===== src/rtl/ex_mem_stage.sv =====
// Execute-to-memory pipeline stage: 2-entry elastic buffer, flag register and forwarding tap.
// Optional macro EXMEM_FORWARD_EN compiles in the forwarding tap; otherwise it is tied to zero.
module ex_mem_stage #(
    parameter int unsigned WIDTH = 16,
    parameter int unsigned RADDR = 4
) (
    input  logic             clk,
    input  logic             rst_n,
    input  logic             in_valid,
    output logic             in_ready,
    input  logic [WIDTH-1:0] alu_out,
    input  logic             alu_n,
    input  logic             alu_z,
    input  logic             alu_v,
    input  logic             alu_c,
    input  logic             in_set_flags,
    input  logic [RADDR-1:0] in_rd,
    input  logic             in_wb_en,
    input  logic             in_mem_rd,
    input  logic             in_mem_wr,
    input  logic [WIDTH-1:0] in_store_data,
    input  logic             flush,
    output logic             out_valid,
    input  logic             out_ready,
    output logic [WIDTH-1:0] out_result,
    output logic [RADDR-1:0] out_rd,
    output logic             out_wb_en,
    output logic             out_mem_rd,
    output logic             out_mem_wr,
    output logic [WIDTH-1:0] out_store_data,
    output logic [3:0]       flags,
    output logic             fwd_valid,
    output logic [RADDR-1:0] fwd_rd,
    output logic [WIDTH-1:0] fwd_data
);

    localparam int unsigned DEPTH = 2;

    typedef struct packed {
        logic [WIDTH-1:0] result;
        logic [RADDR-1:0] rd;
        logic             wb_en;
        logic             mem_rd;
        logic             mem_wr;
        logic [WIDTH-1:0] store_data;
    } entry_t;

    entry_t      mem_q [DEPTH];
    entry_t      in_entry;
    entry_t      head_entry;
    logic        head_q, head_d;
    logic        tail_q, tail_d;
    logic [1:0]  count_q, count_d;
    logic [3:0]  flags_q, flags_d;
    logic        push;
    logic        pop;

    // Handshake status depends on the count register only.
    assign in_ready  = (count_q != 2'd2);
    assign out_valid = (count_q != 2'd0);
    assign push      = in_valid && in_ready && !flush;
    assign pop       = out_valid && out_ready && !flush;

    assign in_entry = '{
        result:     alu_out,
        rd:         in_rd,
        wb_en:      in_wb_en,
        mem_rd:     in_mem_rd,
        mem_wr:     in_mem_wr,
        store_data: in_store_data
    };

    // Pointer, occupancy and flag next-state.
    always_comb begin
        head_d  = head_q;
        tail_d  = tail_q;
        count_d = count_q;
        flags_d = flags_q;
        if (flush) begin
            head_d  = 1'b0;
            tail_d  = 1'b0;
            count_d = 2'd0;
        end else begin
            if (push) begin
                tail_d = ~tail_q;
                if (in_set_flags) begin
                    flags_d = {alu_n, alu_z, alu_c, alu_v};
                end
            end
            if (pop) begin
                head_d = ~head_q;
            end
            case ({push, pop})
                2'b10:   count_d = count_q + 2'd1;
                2'b01:   count_d = count_q - 2'd1;
                default: count_d = count_q;
            endcase
        end
    end

    always_ff @(posedge clk or negedge rst_n) begin
        if (!rst_n) begin
            head_q  <= 1'b0;
            tail_q  <= 1'b0;
            count_q <= 2'd0;
            flags_q <= 4'b0000;
        end else begin
            head_q  <= head_d;
            tail_q  <= tail_d;
            count_q <= count_d;
            flags_q <= flags_d;
        end
    end

    // Entry storage is cleared on reset so the head fields read zero afterwards.
    always_ff @(posedge clk or negedge rst_n) begin
        if (!rst_n) begin
            for (int i = 0; i < DEPTH; i++) begin
                mem_q[i] <= '0;
            end
        end else if (push) begin
            mem_q[tail_q] <= in_entry;
        end
    end

    assign head_entry     = mem_q[head_q];
    assign out_result     = head_entry.result;
    assign out_rd         = head_entry.rd;
    assign out_wb_en      = head_entry.wb_en;
    assign out_mem_rd     = head_entry.mem_rd;
    assign out_mem_wr     = head_entry.mem_wr;
    assign out_store_data = head_entry.store_data;
    assign flags          = flags_q;

`ifdef EXMEM_FORWARD_EN
    // The newest entry sits just behind the tail; loads cannot forward yet.
    entry_t newest_entry;
    logic   newest_idx;

    assign newest_idx   = tail_q - 1'b1;
    assign newest_entry = mem_q[newest_idx];
    assign fwd_valid    = out_valid && newest_entry.wb_en && !newest_entry.mem_rd;
    assign fwd_rd       = newest_entry.rd;
    assign fwd_data     = newest_entry.result;
`else
    assign fwd_valid    = 1'b0;
    assign fwd_rd       = '0;
    assign fwd_data     = '0;
`endif

endmodule


===== config.mk =====
export PLATFORM = sky130hd
export DESIGN_NAME = ex_mem_stage
export DESIGN_NICKNAME = d
export VERILOG_FILES = /design/src/rtl/ex_mem_stage.sv
export SDC_FILE = /design/constraint.sdc
export NUM_CORES = 1
export LEC_CHECK = 0
export CAP_MARGIN = 20
export CORE_ASPECT_RATIO = 2
export CORE_MARGIN = 2
export CORE_UTILIZATION = 43
export DETAILED_ROUTE_END_ITERATION = 16
export GPL_ROUTABILITY_DRIVEN = 0
export PLACE_DENSITY = 0.76
export SYNTH_ARGS = -nofsm -noshare
export SYNTH_HDL_FRONTEND = slang
export SYNTH_SLANG_ARGS = --single-unit
export TNS_END_PERCENT = 1

===== constraint.sdc =====
create_clock -name clk -period 1.6 [get_ports clk]
set_clock_uncertainty 0.15 [all_clocks]
set_input_delay 0.32 -clock clk [delete_from_list [all_inputs] [get_ports clk]]
set_output_delay 0.32 -clock clk [all_outputs]
set_load 0.02 [all_outputs]

Word-level counts from Yosys, hierarchy flattened. Index checks and enable logic that the tools add are counted.

Register bits after elaboration: 86. Input bits: 49. Output and inout bits: 66. Word-level logic and storage cells: 52.

Add/sub/neg operators: 2. Magnitude comparators: 3. Equality and inequality tests: 3. Multiplexer cells: 12. Bitwise gates (word level): 5. Reduce and logical (&&, ||, !) cells: 11.

Operators by type and width (count): two-way mux 39 bit (4); bitwise mux 78 bit (1); demux 39 bit (select 1 bit) (1); nonzero test 2 bit (3); logical AND 1 bit (5); >= comparator 2 bit (second input constant) (2); two-way mux 1 bit (4); NOT 1 -> 2 bit (2); case mux 2 bit (2 select lines) (1); NOT 1 bit (3); AND reduction 3 bit (1); nonzero test 3 bit (1); adder 2 x 1 -> 2 bit (second input constant) (1); equality test 2 x 1 -> 1 bit (second input constant) (1); equality test 2 bit (second input constant) (1); < comparator 2 x 1 -> 1 bit (second input constant) (1); two-way mux 2 bit (1); != test 2 bit (second input constant) (1); subtractor 2 x 1 -> 2 bit (second input constant) (1); zero test 1 bit (1).

Depth between registers and ports, before layout. Gate-level depths: netlist of run 1.

Word-level depth: 6. Depth in mapped cells: 6. Depth with buffers taken out: 4.

Worst setup path before layout of run 1. OpenSTA, ideal clock, no wires.

Kind: register to register. Start point: register count_q[1]. End point: register mem_q[28] in the netlist's numbering. Library setup time: 0.125 ns. Data arrival time: 1.383 ns. Data required time: 1.325 ns. Path slack: -0.058 ns. Stages on the path, launching flop included: 7. Buffers on the path: 2. Period minus slack after synthesis: 1.658 ns. Cell sequence: dfrtp_1 > nor2b_4 > inv_2 > nand3_2 > buf_6 > buf_6 > mux2_2.

Cells in the longest elaborated chain, start to end: 3.

Ends and longest elaborated chain: start, declared (RTL line 53) `logic [1:0] count_q, count_d;`; start signal, assigned (RTL line 110) `count_q <= count_d;`; != test 2 bit (RTL line 59) `assign in_ready = (count_q != 2'd2);`; via in_ready (RTL line 10) `output logic in_ready,`; logical AND 1 bit (2 in series) (RTL line 61) `assign push = in_valid && in_ready && !flush;`; end signal, assigned by index (RTL line 122) `mem_q[tail_q] <= in_entry;`; end, declared (RTL line 48) `entry_t mem_q [DEPTH];`.

The timed path passes the listed nets, and every way through them passes these cells. A chain may end at the register's enable or synchronous reset.

Worst setup path in the final report of run 1.
Start point: register head_q. End point: output out_store_data[0].

Cells in the longest elaborated chain, start to end: 4.

Ends and longest elaborated chain: start, declared (RTL line 51) `logic head_q, head_d;`; start signal, assigned (RTL line 103) `head_q <= 1'b0;`; start signal, assigned (RTL line 108) `head_q <= head_d;`; NOT 1 -> 2 bit (not written as such) (RTL line 126) `assign head_entry = mem_q[head_q];`; two-way mux 39 bit (not written as such) (3 in series) (RTL line 126); end, declared (RTL line 30) `output logic [WIDTH-1:0] out_store_data,`.

No other way between the ends. The select of a mux whose other input is x is not followed.

==> flow_metrics.tcl, run 1 <==
set metrics [dict create \
    status "finished with violations" \
    violations "negative setup slack" \
    seq_area_frac_synth 0.548 \
    p_sw_frac 0.278 \
    via_count 2429 \
    synth_edf_count 0 \
    area_growth_pct 35.6 \
    ys_top_cells_by_count "110 x mux2_2, 86 x dfrtp_1, 23 x buf_4" \
    internal_power_mw 5.11 \
    leakage_nw 2.40 \
    synth_seq_cells 86 \
    synthAdderAreaFrac 0 \
    critical_path.max_fanout 7 \
    avgSynthCellArea_um2 14.9 \
    crit_buf_inv 3 \
    die_h_um 139 \
    final.setup.worst_slack_ps -383 \
    fmax_ghz 0.504 \
    dp_cells 464 \
    clk_latency_ps 330 \
    syn_inst 264 \
    irDropWorstVdd_mv 0.832 \
    drv_slew 0 \
    die_w_um 71.6 \
    grt.overflow.total 0 \
    grt_pass1_wl_um 13300 \
    drc 0 \
    cp_data_arrival_time_ps 1510 \
    start_kind "flop" \
    fin_crit_ps 1980 \
    synthMuxAreaShare 0.350 \
    cp-end-kind "primary output" \
    hold_class "in -> async" \
    yosysTopAreaCell "dfrtp_1" \
    synth_xor_area_frac 0.00223 \
    max_stage_delay_ps 430 \
    tns_ps -19010 \
    grt_max_degree 35 \
    critPathRequiredTime_ps 1130 \
    powerDensity_nw_per_um2 1330 \
    clkTransAtPathRegs_ps 60 \
    wirelength_um 8320 \
    cp_top_family "buffers and inverters" \
    pwr-share-comb 0.290 \
    hold_viol_final 0 \
    stdcell_count 485 \
    clock_sinks 86 \
    synth-simple-area-share 0.0239 \
    cp-startpoint "head_q" \
    ioPinCount 115 \
    synthFlopType "dfrtp_1" \
    n_antenna_cell 0 \
    grt_pass1_vias 2663 \
    cap_violations 0 \
    routedWlPerCell_um 17.2 \
    synth_top_cell_area_share 0.548 \
    nets 427 \
    yosys-top-cells-area "dfrtp_1 55%, mux2_2 32%, buf_4 4.4%" \
    pwr-share-clk 0.294 \
    initial_core_util 0.439 \
    synth-compound-area-share 0.0115 \
    first_pass_iters 4 \
    r2r_start "count_q[1]" \
    netlist_area_um2 3930 \
    dieArea_um2 9960 \
    timing.final.crit_share 1.24 \
    netSwitchingPower_mw 1.97 \
    coreArea_um2 8950 \
    portBuffers 93 \
    cts_tree "built" \
    cts_buffers 9 \
    seqPwrFrac 0.416 \
    slowest_stage "dfrtp_2" \
    preCtsSetupSlack_ps -609 \
    synth_top_family_by_area "multiplexers" \
    cts_buffer_depth 2 \
    crit_chain "buf_12, clkbuf_16, mux2_4, buf_6" \
    drt_iter0_markers 81 \
    track_usage 0.174 \
    rsz0062_at_grt "yes" \
    synth.most_common_cell "mux2_2" \
    ant_nets 0 \
    critPathKind "reg -> out" \
    synth.distinct_cells 26 \
    cts_root_buf "clkbuf_16" \
    placementRows 49 \
    synthArstFlopShare 1.00 \
    h-tree-depth 3 \
    yosys_warnings 0 \
    layout-drive-gt1-share 0.517 \
    grt_antenna_before_repair 0 \
    via_per_inst 5.01 \
    setup_violations 109 \
    hpwl_um 5840 \
]
flip-flops by register name, indices dropped and copies added, names as in the netlist:
name / cells
head_q: 1
count_q: 2
mem_q: 78
flags: 4
tail_q: 1
cell usage in the layout (no fill, tap or decap), types with 10 or more instances in the layout:
cell type	n
buf_6	12
mux2_4	12
mux2_1	10
dfrtp_1	85
buf_2	28
clkdlybuf4s50_1	45
mux2_2	99
conb_1	21
buf_4	16
clkbuf_16	10
what timing repair did:
item	CTS	global route
pin swaps	1	0
hold buffers	1	0
endpoints found under the setup margin	127	123
gates resized for setup	189	13
hold endpoints to repair	31	0
cloned	1	1
buffers inserted	2	0
layout make-up:
type,instances,area [um^2]
Fill cell,740,3630
Sequential cell,86,2150
Inverter,2,10.0
Clock buffer,12,256
Timing Repair Buffer,116,1080
Clock inverter,4,45.0
Tap cell,102,128
Multi-Input combinational cell,163,1650
worst reg2reg max path: stages, from the launching register on:
cell and delay (ps):
dfrtp_1 420, nor2b_4 170, nor4_4 220, buf_6 280, mux2_1 380
power by group through the flow:
stage | logic (mW) | registers (mW) | clock network [mW]
finish | 2.06 | 2.95 | 2.08
CTS | 2.02 | 2.95 | 2.14
detailed placement | 2.18 | 2.99 | 0
floorplan | 1.33 | 2.93 | 0
global placement | 2.15 | 2.94 | 0
global route | 2.19 | 3.01 | 2.23
logic make-up (layout without fill, tap and decap cells):
kind of cell	Yosys count	count (layout)
AO/OA/AOI/OAI	8	8
XOR/XNOR	1	1
buffers and inverters	35	134
flip-flops	86	86
multiplexers	122	122
other	1	21
AND/OR/NAND/NOR	11	11
metal layers:
layer | share of wire | up-vias | GRT usage
met3 | 0.042 | 9 | 0.0392
li1 | - | 1121 | -
met4 | 0.017 | 0 | 0.0745
met5 | 0 | - | 0
met1 | 0.36 | 1232 | 0.191
met2 | 0.58 | 67 | 0.311
stage by stage:
stage               hold WS [ps]  power [mW]  instance area (um^2)  utilization
finish                       325        7.09                  5330        0.595
global route                 350        7.44                  5330        0.595
CTS                          339        7.11                  5260        0.588
detailed placement           150        5.17                  5040        0.563
global placement             145        5.10                  5040        0.563
floorplan                   -126        4.26                  4050            -
worst paths after layout:
| kind | depth (start not counted) | endpoint | slack (ps) |
|---|---|---|---|
| setup / recovery | 4 | out_store_data[0] | -380 |
| hold / removal | 2 | mem_q[68] | 320 |
| setup reg to reg | 4 | mem_q[40] | -130 |
| hold reg to reg | 1 | mem_q[45] | 330 |
| max in group asynchronous | 3 | mem_q[25] | 430 |
| min in group clk | 1 | mem_q[45] | 330 |
Note: power is estimated with default switching activity, not from simulation.
==> run 2, diff against run 1 <==
- RECOVER_POWER: unset -> 25
==> run 2 against run 1 <==
The flow still finishes with violations (negative setup slack). Clock-buffer cell count unchanged. Die area unchanged. Hold slack improved by 6.4 ps. Worst setup slack unchanged. Clock power about the same. First-iteration DRC count unchanged. Combinational power about the same. Cell area about the same. Power about the same. Critical path type unchanged. Largest cell class unchanged.
==> flow_metrics.tcl, run 2 (same netlist as run 1, synthesis figures left out) <==
set metrics [dict create \
    start_kind "flop" \
    hold_class "reg -> reg" \
    hold_viol_final 0 \
    layout_commonest_cell "mux2_2" \
    critPathRequiredTime_ps 1130 \
    slew_headroom 0.424 \
    critPathKind "reg -> out" \
    status "finished with violations" \
    cp-end-kind "primary output" \
    timing.final.crit_share 1.24 \
    rsz0062_at_grt "yes" \
    setup_violations 109 \
    cts_buffer_depth 2 \
    clkTransAtPathRegs_ps 60 \
    dieArea_um2 9960 \
    n_antenna_cell 0 \
    via_per_inst 5.01 \
    max_stage_delay_ps 430 \
    clk_latency_ps 330 \
    cts_buffers 9 \
    hpwl_um 5840 \
    drt_iter0_markers 81 \
    leakage_nw 2.40 \
    irDropWorstVdd_mv 0.832 \
    final_cell_mix "99 x mux2_2, 85 x dfrtp_1, 45 x clkdlybuf4s50_1" \
    via_count 2429 \
    p_total_mw 7.09 \
    clock_sinks 86 \
    initial_core_util 0.439 \
    drc 0 \
    layout-drive-gt1-share 0.517 \
    h-tree-depth 3 \
    grt_antenna_before_repair 0 \
    violations "negative setup slack" \
    coreArea_um2 8950 \
    largest_reg_flops 78 \
    first_pass_iters 4 \
    cts_tree "built" \
    grt.overflow.total 0 \
    cp_top_family "buffers and inverters" \
    ant_nets 0 \
    slowest_stage "dfrtp_2" \
    crit_buf_inv 3 \
    cap_violations 0 \
    preCtsSetupSlack_ps -609 \
    wirelength_um 8320 \
    worst_pin_slew_ps 864 \
    fmax_ghz 0.504 \
    fin_crit_ps 1980 \
    cts_root_buf "clkbuf_16" \
    final.setup.worst_slack_ps -383 \
    reg2regPathDepth 4 \
    top_register "mem_q" \
    area_growth_pct 35.6 \
    nets 427 \
    crit_cells 4 \
    track_usage 0.174 \
    grt_pass1_vias 2663 \
    ioPinCount 115 \
    cp_data_arrival_time_ps 1510 \
    crit_chain "buf_12, clkbuf_16, mux2_4, buf_6" \
    placementRows 49 \
    drv_slew 0 \
    stdcell_count 485 \
    powerDensity_nw_per_um2 1330 \
    routedWlPerCell_um 17.2 \
    critical_path.max_fanout 7 \
    grt_max_degree 35 \
    grt_pass1_wl_um 13300 \
    die_w_um 71.6 \
    portBuffers 93 \
    die_h_um 139 \
    holdPathStages 1 \
    dp_cells 464 \
]
-- run 2: cell count changes in the layout (fill, tap and decap cells not counted), sizes merged --
cell    change
clkbuf      +1
buf         -1
-- run 2: path summary, 6_finish.rpt --
path	from	end	slack [ps]
hold / removal	mem_q[45]	mem_q[45]	330
setup / recovery	head_q	out_store_data[0]	-380
max in group asynchronous	rst_n	mem_q[5]	120
min in group asynchronous	rst_n	mem_q[68]	480
setup reg to reg	count_q[1]	mem_q[40]	-130
hold reg to reg	mem_q[45]	mem_q[45]	330
-- run 2: power breakdown --
group | total [mW] | internal, mW | leakage, nW | switching (mW)
logic | 2.06 | 1.13 | 1.22 | 0.925
registers | 2.95 | 2.70 | 1.03 | 0.250
clock network | 2.08 | 1.29 | 0.152 | 0.798
total | 7.09 | 5.11 | 2.40 | 1.97
-- run 2: area by class of cell --
class,count,area (um^2)
clock inverter,4,45.0
clock buffer,12,256
sequential,86,2150
multi-input combinational,163,1650
fill,741,3630
inverter,2,10.0
tap,102,128
timing repair buffer,116,1080
-- run 2: what timing repair did --
item                                    CTS  global route
cloned                                    1             1
hold buffers                              1             0
hold endpoints to repair                 31             0
endpoints found under the setup margin  127           123
pin swaps                                 1             0
buffers inserted                          2             0
gates resized for setup                 189            13
-- run 2: worst reg2reg max path, cell delays in order, from the launching register on --
cell and delay, ps:
dfrtp_1 420, nor2b_4 170, nor4_4 220, buf_6 280, mux2_1 380
-- run 2: per-layer routing --
layer,GRT usage,share of wire,vias to the layer above
met1,0.191,0.36,1232
met3,0.0392,0.042,9
met4,0.0745,0.017,0
li1,-,-,1121
met2,0.311,0.58,67
met5,0,0,-
-- run 2: stage by stage --
stage / area (um^2) / hold slack [ps] / setup TNS, ps / utilization
after floorplan: 4050 / -126 / -856 / -
after global placement: 5040 / 145 / -55490 / 0.563
after detailed placement: 5040 / 150 / -56270 / 0.563
after CTS: 5260 / 339 / -20340 / 0.588
after global routing: 5320 / 350 / -28570 / 0.595
final: 5320 / 331 / -19010 / 0.595
==> run 3, diff against run 2 <==
- CAP_MARGIN: 20 -> unset
==> results of run 3 <==
Same layout as run 2: the final DEF is identical, and so are final timing and power.
